**config.mk**
```make
export PLATFORM = sky130hd
export DESIGN_NAME = daq_packetizer
export DESIGN_NICKNAME = d
export VERILOG_FILES = /design/src/rtl/daq_packetizer.sv
export SDC_FILE = /design/constraint.sdc
export NUM_CORES = 1
export LEC_CHECK = 0
export ABC_AREA = 1
export ABC_CLOCK_PERIOD_IN_PS = 2300
export CAP_MARGIN = 30
export CORE_ASPECT_RATIO = 0.9
export CORE_MARGIN = 4
export CORE_UTILIZATION = 50
export DETAILED_ROUTE_END_ITERATION = 12
export PLACE_DENSITY = 0.76
export SYNTH_ARGS = -nofsm -noshare
export SYNTH_HDL_FRONTEND = slang
export SYNTH_SLANG_ARGS = --single-unit
```
**constraint.sdc**
```tcl
create_clock -name clk_i -period 2.3 [get_ports clk_i]
set_input_delay 0.23 -clock clk_i [delete_from_list [all_inputs] [get_ports clk_i]]
set_output_delay 0.23 -clock clk_i [all_outputs]
set_load 0.02 [all_outputs]
```
**src/rtl/daq_packetizer.sv**
```systemverilog
// daq_packetizer: sample-rate scheduler and packet framer
// for an 8-channel 16-bit parallel ADC front end.
module daq_packetizer #(
  parameter int          BASE_PERIOD  = 500,
  parameter logic [15:0] SYNC_WORD    = 16'hA55A,
  parameter int          BUSY_TIMEOUT = 4096
) (
  input  logic        clk_i,
  input  logic        reset_i,
  input  logic        en_i,
  input  logic [2:0]  os_sel_i,
  input  logic        adc_busy_i,
  input  logic [15:0] adc_db_i,
  input  logic        fifo_afull_i,
  output logic [2:0]  adc_os_o,
  output logic        adc_convst_o,
  output logic        adc_cs_n_o,
  output logic        adc_rd_n_o,
  output logic        adc_reset_o,
  output logic [15:0] pkt_data_o,
  output logic        pkt_wr_o,
  output logic        pkt_eop_o,
  output logic        busy_err_o,
  output logic [15:0] drop_cnt_o
);

  localparam int TW = $clog2(BASE_PERIOD * 64 + 1);
  localparam int TB = $clog2(BUSY_TIMEOUT + 1);
  localparam int CW = (TB > 5) ? TB : 5;

  typedef enum logic [2:0] {
    IDLE, CONV, WAIT_HI, WAIT_LO, READ
  } state_t;

  state_t        state_q, state_d;
  logic [CW-1:0] cnt_q;
  logic          cnt_clr;
  logic [TW-1:0] timer_q;
  logic [TW-1:0] period;
  logic [2:0]    os_l;
  logic [2:0]    os_sat;
  logic [12:0]   frame_cnt;
  logic [12:0]   fc_l;
  logic [2:0]    rst_cnt;
  logic [15:0]   db_q;
  logic          hold;
  logic          tick;
  logic          idle_tick;
  logic          accept;
  logic          drop;
  logic          to_hit;

  assign os_sat    = (os_sel_i == 3'd7) ? 3'd6 : os_sel_i;
  assign period    = TW'(BASE_PERIOD) << os_l;
  assign hold      = !en_i || (rst_cnt != 3'd0);
  assign tick      = !hold && (timer_q == period - TW'(1));
  assign idle_tick = tick && (state_q == IDLE);
  assign accept    = idle_tick && !fifo_afull_i;
  assign drop      = idle_tick && fifo_afull_i;
  assign to_hit    = (cnt_q == CW'(BUSY_TIMEOUT - 1));

  // ADC reset stretch: one extra count keeps ticks off for a
  // cycle so the first frame lands a full period after the pulse.
  assign adc_reset_o = reset_i || (rst_cnt > 3'd1);
  assign adc_os_o    = os_l;

  // Post-reset ADC reset stretcher.
  always_ff @(posedge clk_i) begin
    if (reset_i) begin
      rst_cnt <= 3'd5;
    end else if (rst_cnt != 3'd0) begin
      rst_cnt <= rst_cnt - 3'd1;
    end
  end

  // Sample timer: free-runs while enabled, wraps every period.
  always_ff @(posedge clk_i) begin
    if (reset_i || hold) begin
      timer_q <= '0;
    end else if (timer_q >= period - TW'(1)) begin
      timer_q <= '0;
    end else begin
      timer_q <= timer_q + TW'(1);
    end
  end

  // Frame bookkeeping: frame number, OS latch, drop counter.
  always_ff @(posedge clk_i) begin
    if (reset_i) begin
      frame_cnt  <= '0;
      fc_l       <= '0;
      os_l       <= '0;
      drop_cnt_o <= '0;
    end else begin
      if (idle_tick) begin
        frame_cnt <= frame_cnt + 13'd1;
      end
      if (accept) begin
        os_l <= os_sat;
        fc_l <= frame_cnt;
      end
      if (drop && (drop_cnt_o != 16'hFFFF)) begin
        drop_cnt_o <= drop_cnt_o + 16'd1;
      end
    end
  end

  // FSM state and shared phase counter.
  always_ff @(posedge clk_i) begin
    if (reset_i) begin
      state_q <= IDLE;
      cnt_q   <= '0;
    end else begin
      state_q <= state_d;
      cnt_q   <= cnt_clr ? '0 : cnt_q + CW'(1);
    end
  end

  // Data capture at the end of rd_n low, sticky BUSY timeout.
  always_ff @(posedge clk_i) begin
    if (reset_i) begin
      db_q       <= '0;
      busy_err_o <= 1'b0;
    end else begin
      if (state_q == READ && cnt_q[1:0] == 2'd1) begin
        db_q <= adc_db_i;
      end
      if (state_q == WAIT_LO && adc_busy_i && to_hit) begin
        busy_err_o <= 1'b1;
      end
    end
  end

  // Next state and pin/packet outputs.
  always_comb begin
    state_d      = state_q;
    cnt_clr      = 1'b0;
    adc_convst_o = 1'b1;
    adc_cs_n_o   = 1'b1;
    adc_rd_n_o   = 1'b1;
    pkt_wr_o     = 1'b0;
    pkt_eop_o    = 1'b0;
    pkt_data_o   = '0;
    unique case (state_q)
      IDLE: begin
        cnt_clr = 1'b1;
        if (accept) begin
          state_d = CONV;
        end
      end
      CONV: begin
        adc_convst_o = 1'b0;
        pkt_wr_o     = 1'b1;
        pkt_data_o   = cnt_q[0] ? {os_l, fc_l} : SYNC_WORD;
        if (cnt_q[0]) begin
          state_d = WAIT_HI;
          cnt_clr = 1'b1;
        end
      end
      WAIT_HI: begin
        if (adc_busy_i || cnt_q[2:0] == 3'd7) begin
          state_d = WAIT_LO;
          cnt_clr = 1'b1;
        end
      end
      WAIT_LO: begin
        if (!adc_busy_i || to_hit) begin
          state_d = READ;
          cnt_clr = 1'b1;
        end
      end
      READ: begin
        adc_cs_n_o = 1'b0;
        adc_rd_n_o = cnt_q[1];
        pkt_wr_o   = (cnt_q[1:0] == 2'd2);
        pkt_data_o = pkt_wr_o ? db_q : 16'd0;
        pkt_eop_o  = pkt_wr_o && (cnt_q[4:2] == 3'd7);
        if (cnt_q[4:0] == 5'd31) begin
          state_d = IDLE;
          cnt_clr = 1'b1;
        end
      end
      default: begin
        state_d = IDLE;
        cnt_clr = 1'b1;
      end
    endcase
  end

endmodule

```
# Word-level counts from Yosys, hierarchy flattened
# Index checks and enable logic that the tools add are counted.
# Widths: inputs -> output; s select.
[op_classes]
mux = 20
n_lt_le_gt_ge = 2
n_reduce_logical = 23
add_sub_neg = 6
shift = 1
n_eq_ne = 18
[ops]
columns = ["operator", "n"]
rows = [
  ["$mux 16", 2],
  ["$pmux 16 s2", 1],
  ["$add 13x1->13 const B", 2],
  ["$mux 3", 6],
  ["$add 16x1->16 const B", 1],
  ["$ne 16x16->1 const B", 1],
  ["$add 15x1->15 const B", 1],
  ["$eq 15x15->1", 1],
  ["$ge 15x15->1", 1],
  ["$pmux 3 s5", 1],
  ["$shl 9x3->15 const A", 1],
  ["$sub 15x1->15 const B", 1],
  ["$eq 13x12->1 const B", 1],
  ["$eq 3x3->1 const B", 4],
  ["$logic_and 1x1->1", 9],
  ["$mux 1", 8],
  ["$eq 3x2->1 const B", 2],
  ["$ne 2x2->1 const B", 3],
  ["$eq 5x5->1 const B", 1],
  ["$logic_or 1x1->1", 5],
  ["$reduce_and 5->1", 1],
  ["$logic_not 1->1", 4],
  ["$ne 2x1->1 const B", 2],
  ["$pmux 1 s4", 1],
  ["9 further kinds", 10],
]
[totals]
reg_bits = 96
elab_cells = 80

# Longest topological paths before layout
[logic_depth]
word_depth = 8
mapped_depth = 15
mapped_depth_nobuf = 14

# Worst setup path after synthesis
# No wires, ideal clock.
[synth_timing]
kind = "flip-flop to flip-flop"
start = "register os_l[2] (netlist: adc_os_o[2])"
end = "register drop_cnt_o[4]"
synth_period_minus_slack_ps = 2314
t_arrival_ps = 2181
setup_time_ps = 132
setup_slack_ps = -14
path_buffers = 2
path_stages_with_launch = 16
cell_sequence = "dfxtp_1 -> clkbuf_1 -> nand2_1 -> o21ai_0 -> inv_1 -> ha_1 -> nand2_1 -> nor2_1 -> nand2_1 -> nor2_4 -> nand3_4 -> nor2_4 -> nand2_2 -> buf_2 -> nand2_1 -> a21oi_1"
[synth_via]
elab_chain_cells = 7
[synth_lines]
columns = ["item", "line_no", "source"]
rows = [
  ["start, declared", "40", "logic [2:0] os_l;"],
  ["start signal, assigned", "99", "os_l <= os_sat;"],
  ["$shl 9x3->15", "54", "assign period = TW'(BASE_PERIOD) << os_l;"],
  ["$sub 15x1->15", "56", "assign tick = !hold && (timer_q == period - TW'(1));"],
  ["$eq 15x15->1", "56", ""],
  ["$logic_and 1x1->1", "56", ""],
  ["$logic_and 1x1->1", "57", "assign idle_tick = tick && (state_q == IDLE);"],
  ["$logic_and 1x1->1", "59", "assign drop = idle_tick && fifo_afull_i;"],
  ["$logic_and 1x1->1", "102", "if (drop && (drop_cnt_o != 16'hFFFF)) begin"],
  ["end signal, assigned", "103", "drop_cnt_o <= drop_cnt_o + 16'd1;"],
  ["end, declared", "24", "output logic [15:0] drop_cnt_o"],
]
# No other way between the ends.
# A chain may end at the register's enable or synchronous reset.

# Final worst setup path
[layout_timing]
start = "register cnt_q[0]"
end = "output port pkt_wr_o"
[layout_via]
elab_chain_cells = 2
[layout_lines]
columns = ["item", "line_no", "source"]
rows = [
  ["start, declared", "36", "logic [CW-1:0] cnt_q;"],
  ["start signal, assigned", "115", "cnt_q <= cnt_clr ? '0 : cnt_q + CW'(1);"],
  ["$eq 2x2->1", "175", "pkt_wr_o = (cnt_q[1:0] == 2'd2);"],
  ["$pmux 1 s2", "144", "unique case (state_q)"],
  ["end, declared", "21", "output logic pkt_wr_o,"],
]
# No other way between the ends.

==> results.json <==
{
  "end_kind": "primary output",
  "cts_sinks": 96,
  "hpwl_um": 9180,
  "worstSetupStartpointType": "register",
  "multi_input_area_um2": 2810,
  "dp_cells": 901,
  "antenna_found_initial": 0,
  "drv_cap": 0,
  "grt_overflow_total": 0,
  "finalPower_mw": 3.29,
  "r2r_slack_ps": 150,
  "drt_iter0_drc": 276,
  "die_x_um": 115,
  "syn_nets": 764,
  "firstDrtPassIters": 5,
  "grt_pass1_vias": 4597,
  "outcome": "finished, final reports clean",
  "ir_worst_vdd_mv": 0.596,
  "synthArstFlopShare_pct": 0,
  "crit_required_ps": 2070,
  "final_core_util_pct": 63.9,
  "ant_nets": 0,
  "yosysUniqueCellTypes": 42,
  "place.gp.congestion": 0.918,
  "io_pins": 66,
  "p_leak_nw": 2.34,
  "final_cells": 918,
  "synth_top_area_share_pct": 37.3,
  "ys_seq_area_share_pct": 37.3,
  "grt_pass1_wl_um": 21200,
  "grt_usage_pct": 21.4,
  "htreeDepth": 3,
  "rsz0062_at_grt": "false",
  "worstMarginPinSlew_ps": 853,
  "nets": 835,
  "rows": 34,
  "synthFlopType": "dfxtp_1",
  "synth.yosys.warnings": 0,
  "syn_inst": 716,
  "clockBufferDepth": 2,
  "fin_crit_sh_pct": 93.9,
  "nFillCells": 895,
  "drv_slew": 0,
  "p_per_area_nw_per_um2": 522,
  "period_minus_slack_ps": 2160,
  "core_area_um2": 9870,
  "synth_area_leaders": "dfxtp_1, nand2_1, nor2_1, inv_1, a21oi_1",
  "clk_pin_slew_worst_paths_ps": 80,
  "ys_top_cells_by_count": "nand2_1, dfxtp_1, nor2_1",
  "cts_root_buffer": "clkbuf_16",
  "fmax_mhz": 463,
  "slew_headroom_pct": 43.0,
  "yosysMostFrequentCell": "nand2_1",
  "cts_tree": "done",
  "ys_ff_latch": 96,
  "final-setup-viol-count": 0,
  "hold_buffers": 0,
  "hold_path_class": "register to register",
  "grt_max_degree": 42,
  "synth_edf_count": 0,
  "hold_slack_ps": 450,
  "cts_buffers": 9,
  "area_growth_pct": 22.4,
  "seqCellArea_um2": 1940,
  "netlist_area_um2": 5150,
  "critPathKind": "register to primary output",
  "clk_latency_ps": 350,
  "routed_wirelength_um": 12600,
  "tns_ps": 0,
  "die_area_um2": 12000,
  "cp_max_fo": 10,
  "initial_utilization_pct": 52.2,
  "cp.arrival_ps": 1930,
  "via_per_inst": 5.27,
  "die_h_um": 104,
  "skew_ps": 9.73,
  "vias": 4841,
  "post-route-drc-count": 0,
  "syn_area_per_cell_um2": 7.19,
  "routedWlPerCell_um": 13.8,
  "diodes": 0,
  "finalHoldViolCount": 0,
  "drive_above_1_share_pct": 9.60,
  "port-buffer-count": 65,
  "yosysTopAreaCell": "dfxtp_1"
}
worst max-delay path, cell delays in order, from the launching register on:
cell and delay [ps]:
dfxtp_2 370, inv_2 140, ha_1 160, nand2_1 60
buf_4 180, nand2_1 60, clkdlybuf4s50_1 600
cells in the final DEF, fill, tap and decap left out, drive strengths merged:
| master | n |
|---|---|
| or2 | 3 |
| nand2 | 128 |
| xnor2 | 12 |
| nor3 | 25 |
| nand3 | 46 |
| and3 | 1 |
| dfxtp | 96 |
| clkinv | 2 |
| clkdlybuf4s50 | 48 |
| o21ai | 47 |
| inv | 95 |
| xor2 | 20 |
| o31ai | 1 |
| clkbuf | 11 |
| a41oi | 1 |
| nor4 | 1 |
| nand4 | 13 |
| o21a | 1 |
| buf | 16 |
| a211oi | 8 |
| dlygate4sd2 | 15 |
| ha | 24 |
| a21boi | 1 |
| nand3b | 3 |
| nor2 | 96 |
| clkdlybuf4s15 | 1 |
| nor3b | 1 |
| o22ai | 8 |
| a21oi | 66 |
| o211ai | 2 |
registers in the layout, indices dropped and copies added (netlist names):
register,count
adc_os_o,3
busy_err_o,1
cnt_q,13
db_q,16
drop_cnt_o,16
fc_l,13
frame_cnt,13
rst_cnt,3
state_q,3
timer_q,15
stage by stage:
stage	area, um^2	worst slack [ps]
floorplan	5150	69.4
global placement	5980	91.3
detailed placement	5980	33.0
CTS	6250	18.7
global route	6300	0.512
finish	6300	140
power by group:
part	switching, mW	internal (mW)	total (mW)	leakage [nW]
combinational	0.0651	0.0577	0.123	1.41
clock	0.709	0.789	1.50	0.146
sequential	0.00551	1.67	1.67	0.778
total	0.780	2.51	3.29	2.34
logic make-up (layout without fill, tap and decap cells):
logic type                 count (synthesis)  in the layout  synth area share, %
AOI/OAI and AO/OA                        135            135                 14.9
xor gates and xnor gates                  32             32                 5.44
adders and majority gates                 24             24                 5.83
buffers and inverters                    112            188                 8.74
DFF                                       96             96                 37.3
and+or+nand+nor                          317            317                 27.8
final cells by class:
cell class / count / area share, %
Clock buffer: 10 / 3.79
Clock inverter: 6 / 0.873
Inverter: 91 / 5.42
Multi-Input combinational cell: 508 / 44.6
Sequential cell: 96 / 30.7
Tap cell: 126 / 2.50
Timing Repair Buffer: 81 / 12.1
per-layer routing:
layer	vias up	global-route usage [%]	share of wire [%]
met4	0	7.71	2.0
met3	24	4.65	4.9
met1	2220	27.9	47
li1	2491	-	-
met5	-	0	0
met2	106	34.6	46
what timing repair did:
| action | CTS | global route |
|---|---|---|
| gates cloned | 0 | 0 |
| gates resized for setup | 18 | 23 |
| pin swaps | 0 | 2 |
| setup endpoints to repair | 17 | 66 |
| buffers inserted | 0 | 1 |
path summary, 6_finish.rpt:
check,startpoint,end,depth (start not counted)
worst max-delay path,cnt_q[0],pkt_wr_o,6
worst min-delay path,db_q[15],db_q[15],2
worst max register to register,adc_os_o[0],fc_l[11],12
worst min register to register,db_q[15],db_q[15],2
Note: power is estimated with default switching activity, not from simulation.
